`config.mk`:
```
export PLATFORM = sky130hd
export DESIGN_NAME = dma_ahb_regs
export DESIGN_NICKNAME = d
export VERILOG_FILES = /design/src/rtl/dma_pkg.sv /design/src/rtl/dma_ahb_ch_regs.sv /design/src/rtl/dma_ahb_regs.sv
export SDC_FILE = /design/constraint.sdc
export NUM_CORES = 1
export LEC_CHECK = 0
export CAP_MARGIN = 10
export CORE_ASPECT_RATIO = 1.1
export CORE_MARGIN = 2
export CORE_UTILIZATION = 35
export CTS_CLUSTER_DIAMETER = 50
export DETAILED_ROUTE_END_ITERATION = 6
export PLACE_DENSITY = 0.66
export SLEW_MARGIN = 20
export SYNTH_ARGS = -nofsm -noshare
export SYNTH_HDL_FRONTEND = slang
export SYNTH_SLANG_ARGS = --single-unit
```
`constraint.sdc`:
```
create_clock -name clk -period 16.6 [get_ports clk]
set_input_delay 4.98 -clock clk [delete_from_list [all_inputs] [get_ports clk]]
set_output_delay 4.98 -clock clk [all_outputs]
set_load 0.01 [all_outputs]
```
`src/rtl/dma_pkg.sv`:
```
// Shared definitions for the DMA register block: register offsets, AHB encodings
// and the CTRL register layout.
package dma_pkg;

  localparam logic [8:0] DMA_SRC_OFS    = 9'h000;
  localparam logic [8:0] DMA_DST_OFS    = 9'h004;
  localparam logic [8:0] DMA_LEN_OFS    = 9'h008;
  localparam logic [8:0] DMA_CTRL_OFS   = 9'h00C;
  localparam logic [8:0] DMA_STATUS_OFS = 9'h100;

  typedef enum logic [1:0] {
    HTRANS_IDLE   = 2'b00,
    HTRANS_BUSY   = 2'b01,
    HTRANS_NONSEQ = 2'b10,
    HTRANS_SEQ    = 2'b11
  } htrans_t;

  typedef enum logic [2:0] {
    HSIZE_BYTE = 3'b000,
    HSIZE_HALF = 3'b001,
    HSIZE_WORD = 3'b010
  } hsize_t;

  typedef struct packed {
    logic irq_en;
    logic start;
  } dma_ctrl_t;

endpackage

```
`src/rtl/dma_ahb_ch_regs.sv`:
```
// One DMA channel's SRC/DST/LEN/CTRL registers, the busy write-lock checks and the
// registered start pulse.
module dma_ahb_ch_regs
  import dma_pkg::*;
#(
  parameter int LEN_WIDTH = 16
) (
  input  logic                 clk,
  input  logic                 rst,
  input  logic                 busy,
  input  logic                 a_sel,
  input  logic                 a_write,
  input  logic [1:0]           a_reg,
  output logic                 a_lock,
  input  logic                 d_sel,
  input  logic                 d_write,
  input  logic [1:0]           d_reg,
  input  logic [31:0]          wdata,
  input  logic                 commit,
  output logic                 d_lock,
  output logic [31:0]          rdata,
  output logic                 start,
  output logic [31:0]          src,
  output logic [31:0]          dst,
  output logic [LEN_WIDTH-1:0] len,
  output logic                 irq_en
);

  localparam logic [1:0] R_SRC  = DMA_SRC_OFS[3:2];
  localparam logic [1:0] R_DST  = DMA_DST_OFS[3:2];
  localparam logic [1:0] R_LEN  = DMA_LEN_OFS[3:2];
  localparam logic [1:0] R_CTRL = DMA_CTRL_OFS[3:2];

  dma_ctrl_t wctrl;
  logic      wr;

  assign wctrl  = dma_ctrl_t'(wdata[1:0]);
  // SRC/DST/LEN locks are known from the address; a CTRL START lock needs the write data.
  assign a_lock = a_sel & a_write & busy & (a_reg != R_CTRL);
  assign d_lock = d_sel & d_write & busy & (d_reg == R_CTRL) & wctrl.start;
  assign wr     = d_sel & d_write & commit;

  // NOTE: every flop here is a plain register with an async reset; state is updated with
  // non-blocking assignments so all registers see pre-edge values within the same edge.
  always_ff @(posedge clk or posedge rst) begin
    if (rst) begin
      src    <= '0;
      dst    <= '0;
      len    <= '0;
      irq_en <= 1'b0;
      start  <= 1'b0;
    end else begin
      start <= wr & (d_reg == R_CTRL) & wctrl.start;
      if (wr) begin
        case (d_reg)
          R_SRC:   src    <= wdata;
          R_DST:   dst    <= wdata;
          R_LEN:   len    <= wdata[LEN_WIDTH-1:0];
          default: irq_en <= wctrl.irq_en;
        endcase
      end
    end
  end

  // NOTE: the default assignment first keeps this combinational block latch-free.
  always_comb begin
    rdata = '0;
    case (d_reg)
      R_SRC:   rdata = src;
      R_DST:   rdata = dst;
      R_LEN:   rdata = 32'(len);
      default: rdata = {30'b0, irq_en, 1'b0};
    endcase
  end

endmodule

```
`src/rtl/dma_ahb_regs.sv`:
```
// AHB-Lite subordinate for the DMA register file: transfer FSM, address decode,
// STATUS done bits and the interrupt.
module dma_ahb_regs
  import dma_pkg::*;
#(
  parameter int NUM_CH     = 4,
  parameter int ADDR_WIDTH = 32,
  parameter int DATA_WIDTH = 32,
  parameter int LEN_WIDTH  = 16
) (
  input  logic                        clk,
  input  logic                        rst,
  input  logic                        hsel,
  input  logic [ADDR_WIDTH-1:0]       haddr,
  input  logic [1:0]                  htrans,
  input  logic                        hwrite,
  input  logic [2:0]                  hsize,
  input  logic [DATA_WIDTH-1:0]       hwdata,
  input  logic                        hreadyin,
  output logic                        hreadyout,
  output logic                        hresp,
  output logic [DATA_WIDTH-1:0]       hrdata,
  input  logic [NUM_CH-1:0]           ch_busy,
  input  logic [NUM_CH-1:0]           ch_done,
  output logic [NUM_CH-1:0]           ch_start,
  output logic [NUM_CH*32-1:0]        ch_src,
  output logic [NUM_CH*32-1:0]        ch_dst,
  output logic [NUM_CH*LEN_WIDTH-1:0] ch_len,
  output logic                        irq
);

  typedef enum logic [1:0] {S_IDLE, S_DATA, S_ERR1, S_ERR2} state_t;

  state_t                state, state_nx;
  logic                  accept, legal, size_ok, is_status, late_err, commit;
  logic [NUM_CH-1:0]     a_sel, a_lock, d_sel, d_lock, irq_en, done_q, done_clr;
  logic                  cap_write, cap_status, irq_q;
  logic [1:0]            cap_reg;
  logic [31:0]           ch_rdata [NUM_CH];
  logic [DATA_WIDTH-1:0] rd_mux;
  logic                  unused_addr;

  assign unused_addr = ^haddr[ADDR_WIDTH-1:9];

  assign accept    = hsel & hreadyin & (htrans == HTRANS_NONSEQ || htrans == HTRANS_SEQ);
  assign size_ok   = (hsize == HSIZE_WORD) && (haddr[1:0] == 2'b00);
  assign is_status = (haddr[8:2] == DMA_STATUS_OFS[8:2]);
  assign legal     = size_ok & (is_status | (|a_sel)) & ~(|a_lock);
  assign late_err  = (state == S_DATA) & (|d_lock);

  for (genvar n = 0; n < NUM_CH; n++) begin : g_ch
    assign a_sel[n] = ~haddr[8] & (haddr[7:4] == 4'(n));

    dma_ahb_ch_regs #(.LEN_WIDTH(LEN_WIDTH)) u_ch (
      .clk     (clk),
      .rst     (rst),
      .busy    (ch_busy[n]),
      .a_sel   (a_sel[n]),
      .a_write (hwrite),
      .a_reg   (haddr[3:2]),
      .a_lock  (a_lock[n]),
      .d_sel   (d_sel[n]),
      .d_write (cap_write),
      .d_reg   (cap_reg),
      .wdata   (hwdata),
      .commit  (commit),
      .d_lock  (d_lock[n]),
      .rdata   (ch_rdata[n]),
      .start   (ch_start[n]),
      .src     (ch_src[n*32 +: 32]),
      .dst     (ch_dst[n*32 +: 32]),
      .len     (ch_len[n*LEN_WIDTH +: LEN_WIDTH]),
      .irq_en  (irq_en[n])
    );
  end

  always_ff @(posedge clk or posedge rst) begin
    if (rst) state <= S_IDLE;
    else     state <= state_nx;
  end

  // A CTRL START-while-busy write is only detectable from hwdata, so the DATA cycle
  // itself plays the first error cycle and the FSM moves straight to ERR2.
  always_comb begin
    state_nx  = state;
    hreadyout = 1'b1;
    hresp     = 1'b0;
    commit    = 1'b0;
    case (state)
      S_ERR1: begin
        hreadyout = 1'b0;
        hresp     = 1'b1;
        state_nx  = S_ERR2;
      end
      S_DATA: begin
        if (late_err) begin
          hreadyout = 1'b0;
          hresp     = 1'b1;
          state_nx  = S_ERR2;
        end else begin
          commit   = 1'b1;
          state_nx = accept ? (legal ? S_DATA : S_ERR1) : S_IDLE;
        end
      end
      S_ERR2: begin
        hresp    = 1'b1;
        state_nx = accept ? (legal ? S_DATA : S_ERR1) : S_IDLE;
      end
      default: state_nx = accept ? (legal ? S_DATA : S_ERR1) : S_IDLE;
    endcase
  end

  always_ff @(posedge clk or posedge rst) begin
    if (rst) begin
      cap_write  <= 1'b0;
      cap_status <= 1'b0;
      cap_reg    <= '0;
      d_sel      <= '0;
    end else if (state_nx == S_DATA) begin
      cap_write  <= hwrite;
      cap_status <= is_status;
      cap_reg    <= haddr[3:2];
      d_sel      <= a_sel;
    end
  end

  assign done_clr = (commit & cap_write & cap_status) ? hwdata[NUM_CH-1:0] : '0;

  // Clear is applied before set, so a coincident ch_done keeps the bit high.
  always_ff @(posedge clk or posedge rst) begin
    if (rst) begin
      done_q <= '0;
      irq_q  <= 1'b0;
    end else begin
      done_q <= (done_q & ~done_clr) | ch_done;
      irq_q  <= |(done_q & irq_en);
    end
  end

  always_comb begin
    rd_mux = '0;
    if (cap_status) rd_mux = DATA_WIDTH'(done_q) | (DATA_WIDTH'(ch_busy) << 8);
    for (int n = 0; n < NUM_CH; n++) begin
      if (d_sel[n]) rd_mux = rd_mux | ch_rdata[n];
    end
  end

  assign hrdata = (state == S_DATA) ? rd_mux : '0;
  assign irq    = irq_q;

endmodule

```
Word level (Yosys, flattened, before mapping)
Index checks and enable logic that the tools add are counted.
{"block": "word_totals", "register_bits": 343}
{"block": "classes", "muxes": 20, "bitwise": 64, "n_eq_ne": 15, "n_reduce_logical": 27}
{"op": "one-hot mux 32 bit (3 select lines)", "n": 4}
{"op": "2-to-1 mux 32 bit", "n": 6}
{"op": "bitwise OR 32 bit", "n": 4}
{"op": "AND 1 bit", "n": 51}
{"op": "AND reduction 2 bit", "n": 16}
{"op": "OR reduction 4 bit", "n": 4}
{"op": "equality test 2 bit (second input constant)", "n": 6}
{"op": "bitwise OR 4 x 12 -> 12 bit", "n": 1}
{"op": "AND 4 bit", "n": 2}
{"op": "equality test 4 x 2 -> 1 bit (second input constant)", "n": 2}
{"op": "equality test 7 bit (second input constant)", "n": 1}
{"op": "equality test 2 x 1 -> 1 bit (second input constant)", "n": 3}
{"op": "2-to-1 mux 2 bit", "n": 3}
{"op": "equality test 4 x 1 -> 1 bit (second input constant)", "n": 1}
{"op": "logical NOT 2 bit", "n": 2}
{"op": "logical NOT 4 bit", "n": 1}
{"op": "2-to-1 mux 4 bit", "n": 1}
{"op": "inverter 4 bit", "n": 1}
{"op": "bitwise OR 4 bit", "n": 1}
{"op": "one-hot mux 1 bit (2 select lines)", "n": 2}
{"op": "one-hot mux 2 bit (2 select lines)", "n": 1}
{"op": "equality test 3 x 2 -> 1 bit (second input constant)", "n": 1}
{"op": "2-to-1 mux 1 bit", "n": 3}
{"op": "inverter 1 bit", "n": 3}
{"op": "other kinds (6)", "n": 6}

Logic depth before layout (Yosys ltp)
{"block": "logic_depth", "depth_word": 14, "ltp_mapped": 8}

Hierarchy
A second synthesis with hierarchy kept.
{"block": "unflattened", "hier_cells": 1293, "hier_area_um2": 16682.2}
{"module": "dma_ahb_ch_regs", "instances": 4, "cells_per_inst": 274, "area_per_inst_um2": 3743.6}
{"module": "dma_ahb_regs", "instances": 1, "cells_per_inst": 197, "area_per_inst_um2": 1707.9}

Worst setup path before layout
No wires, ideal clock.
{"block": "synth_path", "path_kind": "input to output", "from": "input port ch_busy[1]", "to": "output port hresp", "path_slack_ps": 6053, "required_time_ps": 11620, "t_arrival_ps": 5567, "path_buffers": 0, "cell_stages": 4, "cell_sequence": "a22oi_1 -> a21oi_1 -> nand2_1 -> a21oi_1"}
{"block": "synth_between", "elab_chain_cells": 7}
{"element": "from (decl)", "line_no": "dma_ahb_regs.sv:23", "text": "input logic [NUM_CH-1:0] ch_busy,"}
{"element": "AND 1 bit (3 in series)", "line_no": "dma_ahb_ch_regs.sv:40", "text": "assign d_lock = d_sel & d_write & busy & (d_reg == R_CTRL) & wctrl.start;"}
{"element": "OR reduction 4 bit", "line_no": "dma_ahb_regs.sv:49", "text": "assign late_err = (state == S_DATA) & (|d_lock);"}
{"element": "AND 1 bit", "line_no": "dma_ahb_regs.sv:49"}
{"element": "2-to-1 mux 1 bit", "line_no": "dma_ahb_regs.sv:96", "text": "if (late_err) begin"}
{"element": "one-hot mux 1 bit (2 select lines)", "line_no": "dma_ahb_regs.sv:89", "text": "case (state)"}
{"element": "to (decl)", "line_no": "dma_ahb_regs.sv:21", "text": "output logic hresp,"}
No other way between the ends.

Worst setup path in the final report
{"block": "layout_path", "from": "input port hwdata[0]", "to": "output port hresp"}
{"block": "layout_between", "elab_chain_cells": 5}
{"element": "from (decl)", "line_no": "dma_ahb_regs.sv:18", "text": "input logic [DATA_WIDTH-1:0] hwdata,"}
{"element": "AND 1 bit", "line_no": "dma_ahb_ch_regs.sv:40"}
{"element": "OR reduction 4 bit *", "line_no": "dma_ahb_regs.sv:49"}
{"element": "AND 1 bit *", "line_no": "dma_ahb_regs.sv:49"}
{"element": "2-to-1 mux 1 bit *", "line_no": "dma_ahb_regs.sv:96"}
{"element": "one-hot mux 1 bit (2 select lines) *", "line_no": "dma_ahb_regs.sv:89"}
Mark *: on every way between the ends. The rest lies on a longest branch, timed or not.

==> metrics.txt <==
crit path launch=hwdata[0]; P_int=1.453 mW; GP Congestion=0.8277; CTS buffer count=41; worst r2r dst=g_ch[0].u_ch.dst[20]; Fin. Hold Viols=0; Post-CTS Setup Bufs=0; CTS tree=yes; fillers=4116; main combinational cell family by area after synthesis=multiplexers; clock sink total=343; Psw=0.4468 mW; flop2flop setup slack=12.79 ns; Register-to-Register Path Depth=5; Largest regs=g_ch.u_ch.dst x128, g_ch.u_ch.src x128, g_ch.u_ch.len x64; Post-Route WL=55830 um; nets=1696; Critical Path Stages=6; Seq cells post-synth=343; ant diodes=0; setup TNS=0 ns; Avg Cell Area, Syn=13.01 sq um; GR Overflow Total=0; switching portion of total power=0.2352; critical path capture point type=primary output; r2r startpoint=cap_reg[0]; relative slew slack=0.2572; Max stage delay cell, worst path=clkdlybuf4s50_1; worst path cell trace=clkdlybuf4s50_1, nand3_1, a21oi_1, nand2_1, a21oi_1, clkdlybuf4s50_1; Die Span Y=around 230 um; Post-Route Skew=0.01692 ns; Crit path largest cell delay=0.79 ns; Hold/Removal Path Class=reg2reg; final worst-path cycle share=0.7364; register area share after synthesis=0.5366; Synth Net Count=1316; post-layout util=0.4838; FFs w/ async S/R, synth=1.000; detailed placement HPWL=roughly 37000 um; end of the critical path=hresp; Gate power share=0.066; post-synthesis mux area share=0.3190; antenna violations before repair=2; CTS Hold Bufs=0; initial core utilization=0.3527; Synth cell types=38; die width=~210 um; largest fanout on the critical path=15; Clock Tree Buf Depth=3; number of H-tree levels=2; FP Rows=82; reported max-cap violation count=0; GRT Total Usage=0.2308; number of vias per cell=5.343; port bufs=416; WL per Instance=25.05 um; Synth Area in XOR/XNOR=0; Synth Cell Area=16000 sq um; critical path type=in2out; power density over the cells=86.60 nW/um^2; Ys Warns=0; worst hold stages=1; sequential share of power=0.456; Worst-Margin Slew=approximately 1.1 ns; CP Data Arrival Time=7.24 ns; layout cells sized above 1=0.2675; IO Pins=441; number of global-route vias before repair=12690; area share of fa/ha/maj cells after synthesis=0.003129; Leak=approximately 9 nW; Die ar.=between 40000 and 50000 sq um; CP Launch Type=input port; vias=11910; Remaining DRCs=0; Data required, critical path=11.62 ns; Post-CTS Resized=0; status=completed; final setup fails=0; clock share of power=0.478; first-pass GRT wire length=83080 um; Non-Filler Instances=2229; Core Area=roughly 45000 sq um; root buffer cell=clkbuf_16; DRT antenna net count=0; drt first-iter violations=701; hold_ws=0.5131 ns; Post-synth EDFFs=0; Worst VDD drop=0.08997 mV; post-synthesis simple-gate area fraction=0.04294; Final min period=12.22 ns; Reg clk slew, reported paths=0.06 ns; WP buf/inv=2; DP Cell Count=2155; RSZ-0062 raised after global routing=no; Mapped Cells=~1200; family with the most delay on the worst path=buffers and inverters; Layout area overhead=37.15%; DRT Pass-1 Iters=5; clock latency on the worst-skew pair=~0.57 ns; post-synthesis compound-gate area fraction=0.06117; fmax=81.80 MHz; pin count of the biggest net entering global routing=173; Slew Limit Fails=0; Top FF cell, synth=dfrtp_1
-- final cells by class --
cell class | instances | area, sq um | area share
well taps | 588 | 735.7 | 0.03353
repair buffers | 440 | 4357 | 0.1986
clock inverters | 17 | 165.2 | 0.007528
clock buffers | 57 | 1199 | 0.05463
inverters | 6 | 30.03 | 0.001369
multi-input cells | 778 | 6865 | 0.3129
flip-flops and latches | 343 | 8588 | 0.3914
-- synth_stat cells (5+ instances only) --
master / instances / area share
dfrtp_1: 343 / 0.54
mux2_2: 321 / 0.23
mux2i_1: 124 / 0.078
nand2_1: 84 / 0.020
o21ai_0: 61 / 0.019
clkbuf_1: 40 / 0.0094
buf_2: 38 / 0.012
nor2_1: 38 / 0.0089
o22ai_1: 32 / 0.013
a22oi_1: 28 / 0.013
a21oi_1: 20 / 0.0063
buf_4: 18 / 0.0084
a222oi_1: 8 / 0.0050
mux2_1: 8 / 0.0056
clkbuf_8: 7 / 0.0060
inv_1: 6 / 0.0014
nand3_1: 6 / 0.0019
and2_1: 5 / 0.0020
mux4_2: 5 / 0.0070
nand2b_1: 5 / 0.0020
-- placed cells by master (no fill, tap or decap), drive strengths merged, types with 2 or more instances in the layout --
cell,count
nor3,3
clkbuf,57
a21oi,20
clkinv,7
ha,4
and2,5
a222oi,8
o22ai,32
mux4,5
dfrtp,343
o21ai,62
mux2i,124
inv,12
and3,5
bufinv,2
clkdlybuf4s50,416
clkinvlp,2
mux2,332
nor2,41
nand3,7
nand2b,5
nor4,2
buf,24
a21o,4
nand2,84
a22oi,28
-- through the flow --
| step | setup slack (ns) | cell area (sq um) | power (mW) |
|---|---|---|---|
| 2_1_floorplan | 2.112 | 16000 | 0.9346 |
| 3_3_place_gp | 4.445 | 20580 | 1.006 |
| 3_5_place_dp | 4.431 | 20580 | 1.008 |
| 4_1_cts | 4.412 | 21940 | 1.920 |
| 5_1_grt | 4.214 | 21940 | 1.965 |
| 6_report | 4.375 | 21940 | 1.900 |
-- routing by layer --
metal	GRT usage	part of all wire
met5	0	0.00048
met1	0.2857	0.41
met2	0.3833	0.48
met4	0.07447	0.031
met3	0.07241	0.080
-- worst register-to-register path: stages, from the launching register on --
cell	delay (ns)
dfrtp_4	0.72
buf_4	0.65
buf_4	0.83
nand2_2	0.71
buf_4	0.47
mux2_2	0.33
-- how the worst min path moves through the flow --
stage / end / slack, ns / from
6_report: d_sel[3] / 0.51 / d_sel[3]
5_1_grt: g_ch[2].u_ch.dst[10] / 0.53 / g_ch[2].u_ch.dst[10]
4_1_cts: g_ch[2].u_ch.dst[10] / 0.52 / g_ch[2].u_ch.dst[10]
3_5_place_dp: g_ch[2].u_ch.dst[10] / 0.50 / g_ch[2].u_ch.dst[10]
3_3_place_gp: d_sel[3] / 0.49 / d_sel[3]
2_1_floorplan: irq / 0.47 / g_ch[3].u_ch.irq_en
-- logic make-up (layout without fill, tap and decap cells) --
logic type / count (synthesis) / after routing
mux: 461 / 461
buf+inv: 109 / 520
flops: 343 / 343
compound gates: 157 / 157
fa+ha+maj: 4 / 4
simple gates: 156 / 156
-- power groups by stage --
| stage | Combinational [mW] | Sequential (mW) | Clock [mW] |
|---|---|---|---|
| 4_1_cts | 0.127 | 0.867 | 0.926 |
| 3_5_place_dp | 0.127 | 0.882 | 0 |
| 2_1_floorplan | 0.0485 | 0.886 | 0 |
| 6_report | 0.125 | 0.867 | 0.908 |
| 3_3_place_gp | 0.125 | 0.881 | 0 |
| 5_1_grt | 0.136 | 0.869 | 0.960 |
Power figures use the tool's default switching activity.
